[src/rtl/adc_capture_sequencer.sv]
// adc_capture_sequencer: one serial ADC capture run (CS/SCLK generation, SIPO shift, RAM write strobes).
// Define ADC_CAPTURE_RING_EN for continuous ring capture; default build is single-shot.
module adc_capture_sequencer #(
  parameter int DATA_W        = 10,
  parameter int FRAME_BITS    = 16,
  parameter int LEAD_BITS     = 4,
  parameter int SCLK_DIV      = 7,
  parameter int SAMPLE_PERIOD = 400,
  parameter int ADDR_W        = 10,
  parameter int NUM_SAMPLES   = 1024
) (
  input  logic              clk,
  input  logic              reset,
  input  logic              start,
  input  logic              abort,
  input  logic              adc_sdata,
  output logic              adc_cs,
  output logic              adc_sclk,
  output logic              wr_en,
  output logic [ADDR_W-1:0] wr_addr,
  output logic [DATA_W-1:0] wr_data,
  output logic              busy,
  output logic              done,
  output logic [ADDR_W:0]   sample_count
);
  localparam int CW = ADDR_W + 1;
  localparam int PW = $clog2(SAMPLE_PERIOD + SCLK_DIV * (2 * FRAME_BITS + 1) + 4);
  localparam int DW = $clog2(SCLK_DIV + 1);
  localparam int TW = $clog2(2 * FRAME_BITS + 1);
  localparam int BW = $clog2(FRAME_BITS + 1);
  typedef enum logic [2:0] {IDLE, WAIT, FRAME, WRITE, DONE} state_t;
  state_t state, state_n;
  logic [PW-1:0] pcnt, pcnt_n;
  logic [DW-1:0] dcnt, dcnt_n;
  logic [TW-1:0] tcnt, tcnt_n;
  logic [BW-1:0] bcnt, bcnt_n;
  logic [DATA_W-1:0] sh, sh_n, wr_data_n;
  logic [ADDR_W-1:0] addr, addr_n, wr_addr_n;
  logic [ADDR_W:0] count_n;
  logic cs_n, sclk_n, wr_en_n, busy_n, done_n;
  always_comb begin
    state_n = state;
    pcnt_n = pcnt + 1'b1;
    dcnt_n = dcnt;
    tcnt_n = tcnt;
    bcnt_n = bcnt;
    sh_n = sh;
    addr_n = addr;
    count_n = sample_count;
    cs_n = 1'b1;
    sclk_n = 1'b1;
    wr_en_n = 1'b0;
    wr_addr_n = wr_addr;
    wr_data_n = wr_data;
    busy_n = busy;
`ifdef ADC_CAPTURE_RING_EN
    done_n = 1'b0;
`else
    done_n = done;
`endif
    case (state)
      IDLE, DONE: if (start) begin
        state_n = FRAME;
        pcnt_n = '0;
        dcnt_n = '0;
        tcnt_n = '0;
        bcnt_n = '0;
        count_n = '0;
        addr_n = '0;
        done_n = 1'b0;
        busy_n = 1'b1;
        cs_n = 1'b0;
      end
      // >= so an overrunning frame restarts on the very next cycle
      WAIT: if (pcnt >= PW'(SAMPLE_PERIOD - 1)) begin
        state_n = FRAME;
        pcnt_n = '0;
        dcnt_n = '0;
        tcnt_n = '0;
        bcnt_n = '0;
        cs_n = 1'b0;
      end
      FRAME: begin
        cs_n = 1'b0;
        sclk_n = adc_sclk;
        dcnt_n = dcnt + 1'b1;
        if (dcnt == DW'(SCLK_DIV - 1)) begin
          dcnt_n = '0;
          if (tcnt == TW'(2 * FRAME_BITS)) begin
            state_n = WRITE;
            cs_n = 1'b1;
            wr_en_n = 1'b1;
            wr_addr_n = addr;
            wr_data_n = sh;
          end else begin
            sclk_n = ~adc_sclk;
            tcnt_n = tcnt + 1'b1;
            // sclk low now means this edge drives it high: sample here
            if (!adc_sclk) begin
              bcnt_n = bcnt + 1'b1;
              if (bcnt >= BW'(LEAD_BITS) && bcnt < BW'(LEAD_BITS + DATA_W))
                sh_n = {sh[DATA_W-2:0], adc_sdata};
            end
          end
        end
      end
      WRITE: begin
        state_n = WAIT;
`ifdef ADC_CAPTURE_RING_EN
        addr_n = (addr == ADDR_W'(NUM_SAMPLES - 1)) ? '0 : addr + 1'b1;
        count_n = (sample_count == CW'(NUM_SAMPLES)) ? sample_count : sample_count + 1'b1;
        done_n = (addr == ADDR_W'(NUM_SAMPLES - 1));
`else
        addr_n = addr + 1'b1;
        count_n = sample_count + 1'b1;
        if (count_n == CW'(NUM_SAMPLES)) begin
          state_n = DONE;
          busy_n = 1'b0;
          done_n = 1'b1;
        end
`endif
      end
      default: state_n = IDLE;
    endcase
    if (abort && state inside {WAIT, FRAME, WRITE}) begin
      state_n = IDLE;
      cs_n = 1'b1;
      sclk_n = 1'b1;
      wr_en_n = 1'b0;
      busy_n = 1'b0;
      done_n = 1'b0;
      count_n = sample_count;
      addr_n = addr;
    end
  end
  always_ff @(posedge clk) begin
    if (reset) begin
      state <= IDLE;
      pcnt <= '0;
      dcnt <= '0;
      tcnt <= '0;
      bcnt <= '0;
      sh <= '0;
      addr <= '0;
      sample_count <= '0;
      adc_cs <= 1'b1;
      adc_sclk <= 1'b1;
      wr_en <= 1'b0;
      wr_addr <= '0;
      wr_data <= '0;
      busy <= 1'b0;
      done <= 1'b0;
    end else begin
      state <= state_n;
      pcnt <= pcnt_n;
      dcnt <= dcnt_n;
      tcnt <= tcnt_n;
      bcnt <= bcnt_n;
      sh <= sh_n;
      addr <= addr_n;
      sample_count <= count_n;
      adc_cs <= cs_n;
      adc_sclk <= sclk_n;
      wr_en <= wr_en_n;
      wr_addr <= wr_addr_n;
      wr_data <= wr_data_n;
      busy <= busy_n;
      done <= done_n;
    end
  end
endmodule
[config.mk]
export PLATFORM = sky130hd
export DESIGN_NAME = adc_capture_sequencer
export DESIGN_NICKNAME = d
export VERILOG_FILES = /design/src/rtl/adc_capture_sequencer.sv
export SDC_FILE = /design/constraint.sdc
export NUM_CORES = 1
export LEC_CHECK = 0
export CORE_MARGIN = 5
export CORE_UTILIZATION = 60
export CTS_CLUSTER_DIAMETER = 30
export DETAILED_ROUTE_END_ITERATION = 10
export GPL_TIMING_DRIVEN = 0
export PLACE_DENSITY_LB_ADDON = 0.05
export SYNTH_ARGS = -nofsm -noshare
export SYNTH_HDL_FRONTEND = slang
export SYNTH_SLANG_ARGS = --single-unit
[constraint.sdc]
create_clock -name clk -period 4.7 [get_ports clk]
set_input_delay 0.47 -clock clk [delete_from_list [all_inputs] [get_ports clk]]
set_output_delay 0.47 -clock clk [all_outputs]
set_load 0.01 [all_outputs]
==> results of run 1 <==
state kept, by name (all words and copies together), names as in the netlist, 5 cells and up:
| signal | flops |
|---|---|
| addr | 10 |
| bcnt | 5 |
| pcnt | 10 |
| sample_count | 11 |
| sh | 10 |
| tcnt | 6 |
| wr_addr | 10 |
| wr_data | 10 |
synthesized netlist by cell type (4+ instances only):
cell and count:
dfxtp_1 83, nand2_1 58, a21oi_1 55, nor2_1 49, o21ai_0 18, clkbuf_1 14, mux2i_1 11, nand3_1 11
xnor2_1 11, inv_1 10, and3_1 8, ha_1 8, nand4_1 8, o31ai_1 8, or4_1 8, nand2b_1 7
or3_1 7, xor2_1 7, buf_2 6, nor3_1 6, and2_1 5, buf_6 5, nor4_1 5, buf_4 4
nand4bb_1 4, nor3b_1 4
kinds of logic (layout without fill, tap and decap cells):
group / count (synthesis) / count (layout)
muxes: 11 / 11
DFF: 83 / 83
adders and majority gates: 8 / 8
xor gates and xnor gates: 18 / 18
buffers and inverters: 40 / 95
AOI/OAI and AO/OA: 100 / 100
and+or+nand+nor: 193 / 193
worst max-delay path, cell delays in order, from the launching register on:
cell,delay [ns]
dfxtp_1,0.50
ha_1,0.31
nand3_1,0.20
nor3_1,0.21
a21boi_0,0.17
or4_4,0.47
a31o_1,0.23
metrics by stage:
| step | instances | total power (uW) | setup slack [ns] |
|---|---|---|---|
| after floorplan | 453 | 787 | 2.72 |
| after global placement | 569 | 813 | 2.28 |
| after detailed placement | 569 | 815 | 2.24 |
| after CTS | 585 | 1330 | 2.57 |
| after global routing | 585 | 1380 | 2.34 |
| final | 585 | 1320 | 2.52 |
how the worst min path moves through the flow:
stage | end | startpoint | cells past startpoint
2_1_floorplan | pcnt[0] | pcnt[0] | 1
3_3_place_gp | pcnt[0] | pcnt[0] | 1
3_5_place_dp | pcnt[0] | pcnt[0] | 1
4_1_cts | pcnt[0] | pcnt[0] | 1
5_1_grt | state[2] | reset | 3
6_report | pcnt[0] | pcnt[0] | 1
per-layer routing:
| layer | vias to the layer above | GRT usage, % |
|---|---|---|
| met3 | 14 | 4.84 |
| met2 | 80 | 33.4 |
| met1 | 1590 | 29.8 |
| li1 | 1685 | - |
| met5 | - | 0 |
| met4 | 0 | 9.07 |
placed cells by master, fill, tap and decap left out, types with 7 or more instances in the layout:
cell             count
dfxtp_1             83
nand2_1             58
a21oi_1             55
nor2_1              49
clkdlybuf4s50_1     39
o21ai_0             18
clkbuf_1            14
nand3_1             11
xnor2_1             11
mux2i_1             11
inv_1               10
clkbuf_8             9
and3_1               8
nand4_1              8
o31ai_1              8
or4_1                8
ha_1                 8
nand2b_1             7
or3_1                7
xor2_1               7
power by group through the flow:
stage	clock, uW	combinational (uW)	sequential (uW)
2_1_floorplan	0	54.4	733
5_1_grt	566	92.3	718
3_3_place_gp	0	80.1	733
3_5_place_dp	0	82.0	733
4_1_cts	529	82.6	717
6_report	522	82.7	717
final cells by class:
| class | count | area share [%] |
|---|---|---|
| Inverter | 10 | 0.833 |
| Buffer | 30 | 4.03 |
| Sequential cell | 83 | 36.9 |
| Clock buffer | 9 | 2.75 |
| Clock inverter | 7 | 1.69 |
| Tap cell | 77 | 2.14 |
| Multi-Input combinational cell | 330 | 43.0 |
| Timing Repair Buffer | 39 | 8.66 |
==> out/qor.yml, run 1 <==
sta:
  rsz0062_at_grt: "false"
  setup_tns_ns: 0
  slew_headroom_pct: 59.5
  period_share_pct: 46.4
  final_max_slew_viol_count: 0
  hold_viol: 0
  tightest_slew_ns: 0.608
  max_freq_mhz: 459
  finalSetupViolCount: 0
  skew_ns: 0.00973
  whs_ns: 0.451
  fin_crit_ns: 2.18
routing:
  postRouteAntennaNets: 0
  vias_per_cell: 5.76
  dr_wl_met2_mm: 3.94
  highest_layer: "met4"
  wl_met1_mm: 3.94
  drc: 0
  routedWlPerCell_um: 14.4
  met3_length_um: 414
  vias: 3369
  drtIter0Drc: 239
  drtPass1Iterations: 4
  routed_wl_mm: 8.45
cts:
  cts-root-buf: "clkbuf_8"
  ctsHoldBuffers: 0
  post_cts_buffers: 0
  cts_made_buffers: 9
  htreeDepth: 3
  clk_latency_ns: 0.35
  clock_path_buffers: 2
  cts_tree: "built"
  cts.clk_slew.worst_paths_ns: 0.09
  post_cts_resized: 0
  clkSinkCount: 83
power_and_ir_drop:
  powerDensity_nw_per_um2: 293
  switching_power_uw: 332
  leakage_uw: 0.00155
  netSwitchingFraction_pct: 25.1
  seq_power_share_pct: 54.2
  p_int_uw: 990
  clockPowerShare_pct: 39.5
  p_comb_share_pct: 6.3
  ir_worst_vdd_mv: 0.255
global_routing:
  antenna_found_initial: 0
  grt_max_degree: 16
  grtUsageTotal_pct: 21.9
  grt_pass1_wl_mm: 14.8
  grt.overflow.total: 0
  grt_pass1_vias: 3200
job:
  maxCapViolCount: 0
synthesis:
  ys_types: 55
  synth_top_family_by_area: "simple AND/OR/NAND/NOR gates"
  synth.net_count: 466
  synth_edf_count: 0
  syn_inst: 453
  avgSynthCellArea_um2: 8.43
  synth_ff_type: "dfxtp_1"
  yosysTopAreaCellShare_pct: 43.5
  synth_adder_area_share_pct: 2.62
  synth-xor-area-share_pct: 4.13
  synth_mux_area_share_pct: 2.88
  async_flop_share_pct: 0
  syn_area_um2: 3820
  ys_warn_count: 0
  yosysSeqAreaShare_pct: 43.5
  ys_seq_elements: 83
  synth_simple_gate_area_share_pct: 25.8
  synth_area_leaders: "dfxtp_1, a21oi_1, nand2_1, nor2_1, mux2i_1"
  synth_compound_area_share_pct: 15.3
  synth_largest_area_cell: "dfxtp_1"
critical_path:
  critPathRequiredTime_ns: 4.95
  timing.rr.start: "sample_count[0]"
  worstSetupStartpoint: "sample_count[0]"
  r2r_cells: 6
  cp_max_fo: 8
  r2r_slack_ns: 2.52
  crit_type: "flop to flop"
  crit_path_start_kind: "flop"
  crit_path_end_kind: "flop"
  arrival_ns: 2.43
  crit_path_end: "busy"
  r2r-end: "busy"
layout:
  nets: 516
  drive_gt1_share_pct: 8.46
  fillers: 485
  utilization_pct: 71.8
  multi_input_area_um2: 1940
  fin_area_um2: 4510
  n_antenna_cell: 0
  area_delta_synth_final_pct: 18.0
  area.sequential_um2: 1660
die:
  rows: 29
  initial_core_util_pct: 60.9
  die_w_um: 89.8
  die_height_um: 89.8
  core_um2: 6280
  die_area_um2: 8060
  ios: 41
place:
  hpwl_mm: 5.83
  dpl-instance-area_um2: 4310
  place_congestion: 0.862
  portBuffers: 39
worst_hold_path:
  worstHoldPathType: "flop to flop"
status:
  outcome: "completed"
(Power assumes the default switching activity.)
==> run 2, diff against run 1 <==
--- a/config.mk
+++ b/config.mk
@@ -6,7 +6,7 @@
 export NUM_CORES = 1
 export LEC_CHECK = 0
 export CORE_MARGIN = 5
-export CORE_UTILIZATION = 60
+export CORE_UTILIZATION = 51
 export CTS_CLUSTER_DIAMETER = 30
 export DETAILED_ROUTE_END_ITERATION = 10
 export GPL_TIMING_DRIVEN = 0
==> constraint.sdc (replaced) <==
create_clock -name clk -period 2 [get_ports clk]
set_input_delay 0.2 -clock clk [delete_from_list [all_inputs] [get_ports clk]]
set_output_delay 0.2 -clock clk [all_outputs]
set_load 0.01 [all_outputs]
==> run 2 against run 1 <==
Against the previous run:
- non-clock buffer count up 6
- highest routed layer unchanged
- hold slack worse by 0.24 ns
- maximum frequency up 11%
- combinational power rose to 2.7 times the previous value
- via count down 0.62%
- largest power group unchanged
- critical path depth up 1
- critical endpoint unchanged
==> out/qor.yml, run 2 (synthesized netlist as in run 1, its figures left out) <==
status:
  outcome: "completed"
critical_path:
  crit_path_end_kind: "flop"
  crit_type: "flop to flop"
  critPathRequiredTime_ns: 2.25  # -2.70 ns
  cp_max_fo: 9  # +1
  crit_path_start_kind: "flop"
  arrival_ns: 2.21  # -0.22 ns
layout:
  n_antenna_cell: 0  # unchanged
  area.sequential_um2: 1670  # +0.60%
  drive_gt1_share_pct: 14.0  # +5.5 points
  regMostFlops: "sample_count"
  fin_area_um2: 4660  # +3.4%
  final_cell_mix: "dfxtp_1, nand2_1, a21oi_1"
  nets: 522  # +1.2%
  final_common_cell: "dfxtp_1"
  fillers: 671  # +38%
  multi_input_area_um2: 2010  # +3.7%
  area_delta_synth_final_pct: 22.0
  largest_register_ffs: 11  # unchanged
power_and_ir_drop:
  p_comb_share_pct: 7.3  # +1.0 points
  power.total_uw: 3020  # +130%
  switching_power_uw: 790  # +140%
  ir_worst_vdd_mv: 0.342  # +34%
  seq_power_share_pct: 55.8  # +1.6 points
  p_int_uw: 2230  # +130%
  leakage_uw: 0.00160  # +3.4%
  clockPowerShare_pct: 36.9  # -2.6 points
  powerDensity_nw_per_um2: 648  # +120%
  netSwitchingFraction_pct: 26.2  # +1.1 points
sta:
  max_freq_mhz: 511  # +11%
  fin_ws_ns: 0.0421  # -2.48 ns
  slew_headroom_pct: 57.9  # -1.6 points
  skew_ns: 0.0132  # +0.00349 ns
  fin_crit_ns: 1.96  # -0.222 ns
  finalSetupViolCount: 0  # unchanged
  hold_viol: 0  # unchanged
  setup_tns_ns: 0  # unchanged
  final_max_slew_viol_count: 0  # unchanged
  tightest_slew_ns: 0.632  # +0.0242 ns
  rsz0062_at_grt: "true"
  period_share_pct: 97.9  # +52 points
cts:
  htreeDepth: 3  # unchanged
  ctsHoldBuffers: 0  # unchanged
  cts_tree: "built"
  cts-root-buf: "clkbuf_8"
  clock_path_buffers: 2  # unchanged
  clk_latency_ns: 0.36  # about the same
  cts_made_buffers: 9  # unchanged
  cts.clk_slew.worst_paths_ns: 0.08  # about the same
  clkSinkCount: 83  # unchanged
worst_hold_path:
  worstHoldPathType: "input port to flop"
place:
  hpwl_mm: 6.15  # +5.5%
  pre_cts_ws_ns: -0.196  # -2.44 ns
  portBuffers: 39  # unchanged
  dpl-instance-area_um2: 4330  # +0.64%
  place_congestion: 0.771  # -11%
die:
  rows: 31  # +6.9%
  core_um2: 7290  # +16%
  initial_core_util_pct: 52.4  # -8.5 points
  die_area_um2: 9320  # +16%
  ios: 41  # unchanged
  die_height_um: 96.5  # +7.5%
  die_w_um: 96.5  # +7.5%
routing:
  drtIter0Drc: 148  # -38%
  routedWlPerCell_um: 14.3  # -0.72%
  drtPass1Iterations: 4  # unchanged
  vias_per_cell: 5.46  # -5.2%
  postRouteAntennaNets: 0  # unchanged
  drc: 0  # unchanged
  vias: 3348  # -0.62%
  routed_wl_mm: 8.79  # +4.0%
global_routing:
  grt_max_degree: 16  # unchanged
  grt_pass1_wl_mm: 14.6  # -1.4%
  grtUsageTotal_pct: 19.8  # -2.0 points
  grt.overflow.total: 0  # unchanged
  grt_pass1_vias: 3057  # -4.5%
  antenna_found_initial: 0  # unchanged
job:
  maxCapViolCount: 0  # unchanged
## run 2: cell types whose count changed in the layout (fill, tap and decap cells not counted), moves of 5 or more
cell | previous run | this run
dfxtp_1 | 83 | 77
dfxtp_2 | 0 | 5
clkbuf_1 | 14 | 7
clkbuf_2 | 0 | 5
buf_4 | 4 | 11
## run 2: routing by layer
metal  up-vias  GRT usage, %  wire length, um
met5         -             0                0
met4         0          5.72               74
met3        11          4.73              181
met2        42          32.5             4280
met1      1602          26.0             4250
li1       1693             -                -
## run 2: power groups by stage
stage | Combinational (uW) | Clock, uW | Sequential (uW)
final | 221 | 1110 | 1690
after global routing | 245 | 1230 | 1690
after CTS | 196 | 1150 | 1680
after detailed placement | 194 | 0 | 1720
after global placement | 191 | 0 | 1720
after floorplan | 128 | 0 | 1720
## run 2: final timing paths
check	startpoint	to	slack (ns)	cells after the start
min reg2reg	pcnt[0]	pcnt[0]	0.42	1
min	reset	state[2]	0.21	3
max	sample_count[3]	busy	0.04	7
max reg2reg	sample_count[3]	busy	0.04	7
## run 2: cell type report
class	instances	share of cell area (%)
multi-input cells	330	43.2
clock inverters	6	1.02
plain buffers	29	4.32
inverters	10	0.805
clock buffers	10	2.74
repair buffers	46	9.45
well taps	99	2.66
flip-flops and latches	83	35.9
## run 2: repair_timing
action / in CTS / in global routing
resized for setup: 8 / 37
setup endpoints to repair: 24 / 58
endpoints found under the hold margin: 0 / 0
cloned: 0 / 1
buffers inserted: 2 / 4
pin swaps: 1 / 4
## run 2: per-stage QoR
step	hold slack [ns]	std cells	util, %
detailed placement	0.444	591	59.4
global route	0.225	613	63.9
global placement	0.431	591	59.4
finish	0.209	613	63.9
CTS	0.202	609	62.3
floorplan	0.347	453	-
## run 2: critical path, cell delays in order, from the launching register on
cell and delay [ns]:
dfxtp_2 0.33, buf_6 0.13, and4_4 0.19, buf_6 0.12, a211oi_2 0.24, o21ai_2 0.09, or4_4 0.53, a31o_1 0.23
